File: config.mk
export PLATFORM = sky130hd
export DESIGN_NAME = fb_write_scheduler
export DESIGN_NICKNAME = d
export VERILOG_FILES = /design/src/rtl/fb_write_scheduler.sv
export SDC_FILE = /design/constraint.sdc
export NUM_CORES = 1
export LEC_CHECK = 0
export BUFFER_PORTS_ARGS = -buffer_cell sky130_fd_sc_hd__buf_2
export CAP_MARGIN = 25
export CORE_MARGIN = 2
export CORE_UTILIZATION = 30
export DETAILED_ROUTE_END_ITERATION = 10
export GPL_ROUTABILITY_DRIVEN = 1
export PLACE_DENSITY = 0.5
export SYNTH_ARGS = -nofsm -noshare
export SYNTH_HDL_FRONTEND = slang
export SYNTH_SLANG_ARGS = --single-unit
File: constraint.sdc
create_clock -name clk -period 4.8 [get_ports clk]
set_input_delay 0.72 -clock clk [delete_from_list [all_inputs] [get_ports clk]]
set_output_delay 0.72 -clock clk [all_outputs]
set_load 0.1 [all_outputs]
File: src/rtl/fb_write_scheduler.sv
// Framebuffer write-port scheduler: round-robin arbitration between two pixel
// writers, with a vsync-triggered full-frame clear engine that owns the port.
module fb_write_scheduler #(
  parameter int FB_PIXELS = 307200,
  parameter int ADDR_W    = 19,
  parameter int DATA_W    = 4
) (
  input  logic              clk,
  input  logic              reset,
  input  logic              vsync,
  input  logic              clear_en,
  input  logic [DATA_W-1:0] clear_color,
  input  logic              req0_valid,
  input  logic [ADDR_W-1:0] req0_addr,
  input  logic [DATA_W-1:0] req0_data,
  input  logic              req1_valid,
  input  logic [ADDR_W-1:0] req1_addr,
  input  logic [DATA_W-1:0] req1_data,
  output logic              req0_ready,
  output logic              req1_ready,
  output logic              wr_en,
  output logic [ADDR_W-1:0] wr_addr,
  output logic [DATA_W-1:0] wr_data,
  output logic              clear_busy,
  output logic              clear_done,
  output logic              clear_overrun
);

  typedef enum logic {ARB, CLEAR} state_t;

  // FB_PIXELS must fit in the ADDR_W-wide clear counter.
  localparam logic [ADDR_W-1:0] LAST_ADDR = ADDR_W'(FB_PIXELS - 1);

  state_t              state;
  logic [ADDR_W-1:0]   counter;
  logic [DATA_W-1:0]   color_reg;
  logic                last_grant;
  logic                vsync_d;
  logic                vsync_fall;
  logic                arb_active;
  logic                grant0;
  logic                grant1;

  assign vsync_fall = vsync_d & ~vsync;
  assign arb_active = (state == ARB) & ~reset;

  // last_grant=1 means requester 1 was served last, so requester 0 wins a tie.
  assign grant0 = arb_active & req0_valid & (~req1_valid | last_grant);
  assign grant1 = arb_active & req1_valid & (~req0_valid | ~last_grant);

  assign req0_ready = grant0;
  assign req1_ready = grant1;
  assign clear_busy = (state == CLEAR);

  always_ff @(posedge clk or posedge reset) begin
    if (reset) begin
      state         <= ARB;
      counter       <= '0;
      color_reg     <= '0;
      last_grant    <= 1'b1;
      vsync_d       <= 1'b1;
      wr_en         <= 1'b0;
      wr_addr       <= '0;
      wr_data       <= '0;
      clear_done    <= 1'b0;
      clear_overrun <= 1'b0;
    end else begin
      vsync_d       <= vsync;
      wr_en         <= 1'b0;
      clear_done    <= 1'b0;
      clear_overrun <= 1'b0;
      case (state)
        ARB: begin
          if (grant0) begin
            wr_en      <= 1'b1;
            wr_addr    <= req0_addr;
            wr_data    <= req0_data;
            last_grant <= 1'b0;
          end else if (grant1) begin
            wr_en      <= 1'b1;
            wr_addr    <= req1_addr;
            wr_data    <= req1_data;
            last_grant <= 1'b1;
          end
          if (vsync_fall && clear_en) begin
            state     <= CLEAR;
            counter   <= '0;
            color_reg <= clear_color;
          end
        end
        CLEAR: begin
          wr_en   <= 1'b1;
          wr_addr <= counter;
          wr_data <= color_reg;
          // A vsync during a clear is only reported; the clear runs to completion.
          if (vsync_fall) clear_overrun <= 1'b1;
          if (counter == LAST_ADDR) begin
            state      <= ARB;
            counter    <= '0;
            clear_done <= 1'b1;
          end else begin
            counter <= counter + 1'b1;
          end
        end
        default: state <= ARB;
      endcase
    end
  end

endmodule

==> flow_summary.json, run 1 <==
{
  "outcome": "finished clean",
  "htree_levels": 2,
  "cts_setup_buffers": 0,
  "row_count": 33,
  "yosysSeqAreaShare_pct": 51.4,
  "grt_pass1_wl_mm": 11.1,
  "grt_overflow": 0,
  "crit_fanout": 40,
  "ff2ff_setup_slack_ps": 2590,
  "ys_async_sr_fraction_pct": 100,
  "syn_area_mm2": 0.00253,
  "initial_core_util_pct": 30.9,
  "dieArea_mm2": 0.00920,
  "clk_pin_slew_ps": 90,
  "slew_viol_final": 0,
  "finalSetupTns_ps": 0,
  "worstPathArrival_ps": 2280,
  "r2r_start": "clear_busy",
  "synth-xor-area-share_pct": 1.04,
  "timing.fmax_ghz": 0.333,
  "clk-insertion-delay-late_ps": 300,
  "period_needed_ps": 3000,
  "min_path_type": "reg -> reg",
  "fin_crit_sh_pct": 62.5,
  "antenna_found_initial": 0,
  "path_class": "reg -> out",
  "syn-num-nets": 311,
  "netlist_instances": 254,
  "total_power_mw": 0.782,
  "final_area_mm2": 0.00315,
  "post-place-ws_ps": 1950,
  "fillers": 843,
  "coreArea_mm2": 0.00822,
  "die_w_um": 95.9,
  "start_kind": "flop",
  "antenna_cells": 0,
  "placed_cell_area_mm2": 0.00303,
  "grt_pass1_vias": 2206,
  "hold_buffers": 0,
  "synthAdderAreaFrac_pct": 0.494,
  "synth_area_per_cell_um2": 9.98,
  "synth_edf_count": 0,
  "io_buffer_count": 84,
  "grt_max_degree": 53,
  "hold_path_depth": 2,
  "dr_total_vias": 2208,
  "relSlewSlack_pct": 50.1,
  "drc": 0,
  "synth_simple_gate_area_share_pct": 19.9,
  "numClockSinks": 52,
  "nNetsFinal": 390,
  "gr-usage-met3_pct": 3.05,
  "power_leakage_nw": 1.46,
  "postRouteAntennaNets": 0,
  "synth_top_family_by_area": "simple AND/OR/NAND/NOR gates",
  "setup_ws_ps": 1800,
  "mostFrequentLayoutCells": "buf_2 (84), nand2_1 (59), dfrtp_1 (50), a222oi_1 (17), nor2_1 (12)",
  "crit_path_frequent_cell": "nor2_1",
  "synth_cell_types": 44,
  "r2r-end": "wr_addr[0]",
  "synth_flop_cell": "dfrtp_1",
  "rsz0062_at_grt": "no",
  "worst_pin_slew_ps": 748,
  "synth_seq_cells": 52,
  "yosys_warnings": 0,
  "cap_violations": 0,
  "worstHoldEndpoint": "last_grant",
  "grtUsageTotal_pct": 15.7,
  "die_h_um": 95.9,
  "p_per_area_mw_per_mm2": 248,
  "busiest_layer": "met2",
  "cts_tree": "built",
  "dpl.hpwl_mm": 4.64,
  "firstDrtPassIters": 5,
  "setup-violations-final": 0,
  "path_cells": "buf_4 > nor2_1 > and3_1 > nor2_1 > buf_2",
  "top_regs": "counter (19), wr_addr (19)",
  "grtUsageMet1_pct": 21.2,
  "skew_ps": 6.35,
  "synth_compound_area_share_pct": 18.2,
  "dr.first_iter.drc_count": 186,
  "pin_count": 85,
  "finalWeightedCongestion": 0.825,
  "cpMaxStageDelayCell": "buf_2",
  "drive_gt1_share_pct": 33.5,
  "synth_mux_area_share_pct": 4.54,
  "hold_viol": 0,
  "postRouteWirelength_mm": 6.85,
  "required_ps": 4080,
  "cts_resized": 0,
  "cts_root_buffer": "clkbuf_8",
  "slowest_delay_ps": 480,
  "final_common_cell": "buf_2",
  "met2_usage_pct": 25.9,
  "ir_drop_uv": 103,
  "hp-start": "last_grant",
  "end_kind": "primary output",
  "via_per_inst": 5.03,
  "drt-wirelength-per-cell_um": 15.6,
  "cts_buffers": 5,
  "area_delta_synth_final_pct": 24.3,
  "worst_r2r_path_depth": 6,
  "ctsLongestPathBuffers": 2
}
==> worst max path at each step <==
stage / start / end / slack (ps) / cells after the start
global placement: reset / req1_ready / 1990 / 5
detailed placement: reset / req1_ready / 1950 / 5
global route: clear_busy / req1_ready / 1630 / 5
finish: clear_busy / req1_ready / 1800 / 5
floorplan: clear_busy / req1_ready / 1530 / 5
CTS: clear_busy / req1_ready / 1740 / 5
==> cell usage after synthesis, drive strengths merged, types with 2 or more instances <==
| library cell | number | area, µm² |
|---|---|---|
| and4 | 3 | 28.8 |
| mux2 | 4 | 45.0 |
| dfrtp | 50 | 1250 |
| and3 | 9 | 67.6 |
| a222oi | 17 | 170 |
| buf | 7 | 52.5 |
| inv | 6 | 22.5 |
| a221o | 4 | 41.3 |
| mux2i | 7 | 70.1 |
| and2 | 4 | 27.5 |
| nand2 | 59 | 221 |
| a22oi | 4 | 30.0 |
| nand4 | 5 | 31.3 |
| nand3b | 2 | 15.0 |
| xnor2 | 3 | 26.3 |
| nor2 | 13 | 48.8 |
| a22o | 3 | 26.3 |
| nand3 | 6 | 30.0 |
| o31ai | 3 | 22.5 |
| o21ai | 10 | 50.0 |
| dfstp | 2 | 52.6 |
| nor3 | 2 | 10.0 |
| o22ai | 3 | 18.8 |
| clkbuf | 10 | 37.5 |
| a21oi | 8 | 51.3 |
==> cells by family (layout without fill, tap and decap cells) <==
| family | after synthesis | in the layout |
|---|---|---|
| AOI/OAI and AO/OA | 58 | 58 |
| xor gates and xnor gates | 3 | 3 |
| muxes | 11 | 11 |
| adders and majority gates | 1 | 1 |
| buffers and inverters | 23 | 103 |
| and+or+nand+nor | 106 | 106 |
| DFF | 52 | 52 |
==> worst max-delay path, delay by kind of cell, from the launching register on <==
family | cells | cell delay [ps]
buffers and inverters | 2 | 870
and+or+nand+nor | 3 | 760
DFF | 1 | 330
==> stage by stage <==
step,hold slack [ps],std cells,utilization (%)
2_1_floorplan,447,254,-
3_3_place_gp,464,430,36.9
3_5_place_dp,468,430,36.9
4_1_cts,484,438,38.2
5_1_grt,500,439,38.4
6_report,481,439,38.4
==> area by class of cell <==
type                       count  area, µm²  area share (%)
multi-input combinational    179       1120            35.6
tap                          105        131            4.17
timing repair buffer          89        465            14.8
inverter                       6       22.5           0.715
clock inverter                 2       35.0            1.11
sequential                    52       1300            41.4
clock buffer                   6       72.6            2.30
==> power breakdown <==
group	switching (mW)	internal, mW
clock	0.147	0.155
combinational	0.0212	0.0184
sequential	0.000464	0.440
==> layer usage <==
layer	share of wire (%)	wire [µm]
met5	0	0
met4	1.1	74
met3	3.8	259
met2	48	3310
met1	47	3200
Note: power is estimated with default switching activity, not from simulation.
==> run 2: changes to the inputs <==
ABC_AREA = 1   (was not set)
PLACE_DENSITY = 0.49   (was 0.5)
clock period = 2.8 ns   (was 4.8 ns; I/O delays follow)
==> flow_summary.json, run 2 <==
{
  "outcome": "finished clean",
  "die_w_um": 102,
  "synth_area_leader_cell": "dfrtp_1",
  "io_buffer_count": 84,
  "p_per_area_mw_per_mm2": 357,
  "finalWeightedCongestion": 0.830,
  "final_common_cell": "nand2_1",
  "drt-wirelength-per-cell_um": 14.0,
  "worst_pin_slew_ps": 673,
  "synth_edf_count": 0,
  "hold_viol": 0,
  "intPower_mw": 0.957,
  "yosysSeqAreaShare_pct": 45.7,
  "synth_seq_cells": 52,
  "drive_gt1_share_pct": 27.8,
  "finalSetupTns_ps": 0,
  "coreArea_mm2": 0.00924,
  "numClockSinks": 52,
  "min_path_type": "in -> reg",
  "path_class": "reg -> out",
  "cap_violations": 0,
  "fin_crit_sh_pct": 85.3,
  "clk_pin_slew_ps": 100,
  "cts_buffers": 5,
  "grtUsageTotal_pct": 16.5,
  "drt-met1-wl_mm": 3.71,
  "setup_ws_ps": 412,
  "start_kind": "flop",
  "setup-violations-final": 0,
  "syn_area_mm2": 0.00285,
  "row_count": 35,
  "fin_cells": 583,
  "drc": 0,
  "clk-insertion-delay-late_ps": 310,
  "ctsLongestPathBuffers": 2,
  "area_delta_synth_final_pct": 22.7,
  "skew_ps": 13.6,
  "synth_flop_cell": "dfrtp_1",
  "nNetsFinal": 510,
  "topRoutingLayerUsed": "met4",
  "combPwrFrac_pct": 5.4,
  "die_h_um": 102,
  "netlist_instances": 371,
  "mostFrequentLayoutCells": "nand2_1 (137), buf_2 (83), dfrtp_1 (50), nand3_1 (37), nor2_1 (28)",
  "hold_buffers": 0,
  "grt_pass1_wl_mm": 13.4,
  "post-place-ws_ps": 772,
  "yosys_warnings": 0,
  "rsz0062_at_grt": "no",
  "timing.fmax_ghz": 0.419,
  "cts_resized": 0,
  "grt_overflow": 0,
  "place_inst": 575,
  "antenna_cells": 0,
  "dr_wl_met3_um": 297,
  "fillers": 1001,
  "p_clk_share_pct": 34.4,
  "antenna_found_initial": 0,
  "htree_levels": 2,
  "dr_wl_met2_mm": 4.03,
  "end_kind": "primary output",
  "p_seq_share_pct": 60.2,
  "required_ps": 2380,
  "firstDrtPassIters": 4,
  "ir_drop_uv": 185,
  "swShare_pct": 23.5,
  "grt_pass1_vias": 2700,
  "cts_root_buffer": "clkbuf_8",
  "dpl.hpwl_mm": 6.13,
  "yosysMostFrequentCell": "nand2_1",
  "synth_cell_types": 36,
  "crit_fanout": 13,
  "postRouteAntennaNets": 0,
  "ys_async_sr_fraction_pct": 100,
  "power_switching_mw": 0.294,
  "final_core_util_pct": 37.9,
  "yosys-top-cells-area": "dfrtp_1 (44%), nand2_1 (18%), nand3_1 (6.5%), nand4_1 (4.2%), nor2_1 (3.7%)",
  "slew_viol_final": 0,
  "power_leakage_nw": 1.66,
  "syn-num-nets": 428,
  "dieArea_mm2": 0.0103,
  "relSlewSlack_pct": 55.1,
  "synthTopCellsByCount": "nand2_1 (137), dfrtp_1 (50), nand3_1 (37)",
  "pin_count": 85,
  "cts_setup_buffers": 0,
  "dr_total_vias": 2717,
  "synth_area_per_cell_um2": 7.69,
  "yosys.area.top_type_share_pct": 43.8,
  "top_regs": "counter (19), wr_addr (19)",
  "via_per_inst": 4.66,
  "worstPathArrival_ps": 1970,
  "period_needed_ps": 2390,
  "postRouteWirelength_mm": 8.14,
  "grt_max_degree": 53,
  "dr.first_iter.drc_count": 96,
  "initial_core_util_pct": 30.9,
  "cts_tree": "built"
}
run 2: logic make-up (layout without fill, tap and decap cells):
family / Yosys count / count (layout) / share of synthesized area, %
buffers and inverters: 42 / 125 / 6.58
adder cells (fa/ha/maj): 1 / 1 / 0.438
XOR/XNOR: 7 / 7 / 2.15
AND/OR/NAND/NOR: 238 / 238 / 36.9
flip-flops: 52 / 52 / 45.7
AO/OA/AOI/OAI: 31 / 31 / 8.24
run 2: worst paths after layout:
kind / start / end / slack [ps] / cells past startpoint
worst max register to register: clear_busy / wr_addr[17] / 1120 / 8
worst min-delay path: vsync / vsync_d / 220 / 1
max in group asynchronous: reset / counter[17] / 1980 / 3
min in group asynchronous: reset / wr_addr[8] / 360 / 3
worst min register to register: color_reg[1] / color_reg[1] / 480 / 2
worst max-delay path: clear_busy / req1_ready / 410 / 4
run 2: metal layers:
metal | global-route usage [%] | vias up
met5 | 0 | -
met4 | 4.57 | 0
met3 | 2.48 | 7
met2 | 28.9 | 56
met1 | 21.2 | 1288
li1 | - | 1366
run 2: per-stage QoR:
step	total power, mW	hold WS [ps]	instance area, µm²
3_5_place_dp	0.838	462	3410
2_1_floorplan	0.787	424	2870
3_3_place_gp	0.837	456	3410
4_1_cts	1.27	209	3500
6_report	1.25	217	3500
5_1_grt	1.31	205	3500
run 2: power by group through the flow:
stage | Clock [mW] | Sequential, mW | Combinational [mW]
3_3_place_gp | 0 | 0.768 | 0.0695
6_report | 0.430 | 0.753 | 0.0675
3_5_place_dp | 0 | 0.768 | 0.0697
4_1_cts | 0.448 | 0.753 | 0.0698
2_1_floorplan | 0 | 0.773 | 0.0142
5_1_grt | 0.478 | 0.753 | 0.0754
run 2: cell type report:
type / count / area, µm² / share of cell area (%)
Clock buffer: 5 / 68.8 / 1.96
Clock inverter: 3 / 18.8 / 0.536
Inverter: 30 / 116 / 3.32
Multi-Input combinational cell: 277 / 1380 / 39.3
Sequential cell: 52 / 1300 / 37.2
Tap cell: 129 / 161 / 4.61
Timing Repair Buffer: 87 / 458 / 13.1
run 2: worst max-delay path, stage by stage (launching register included):
cell and delay, ps:
dfrtp_1 580, inv_2 290, nand2_1 130, a211oi_4 190
buf_2 460
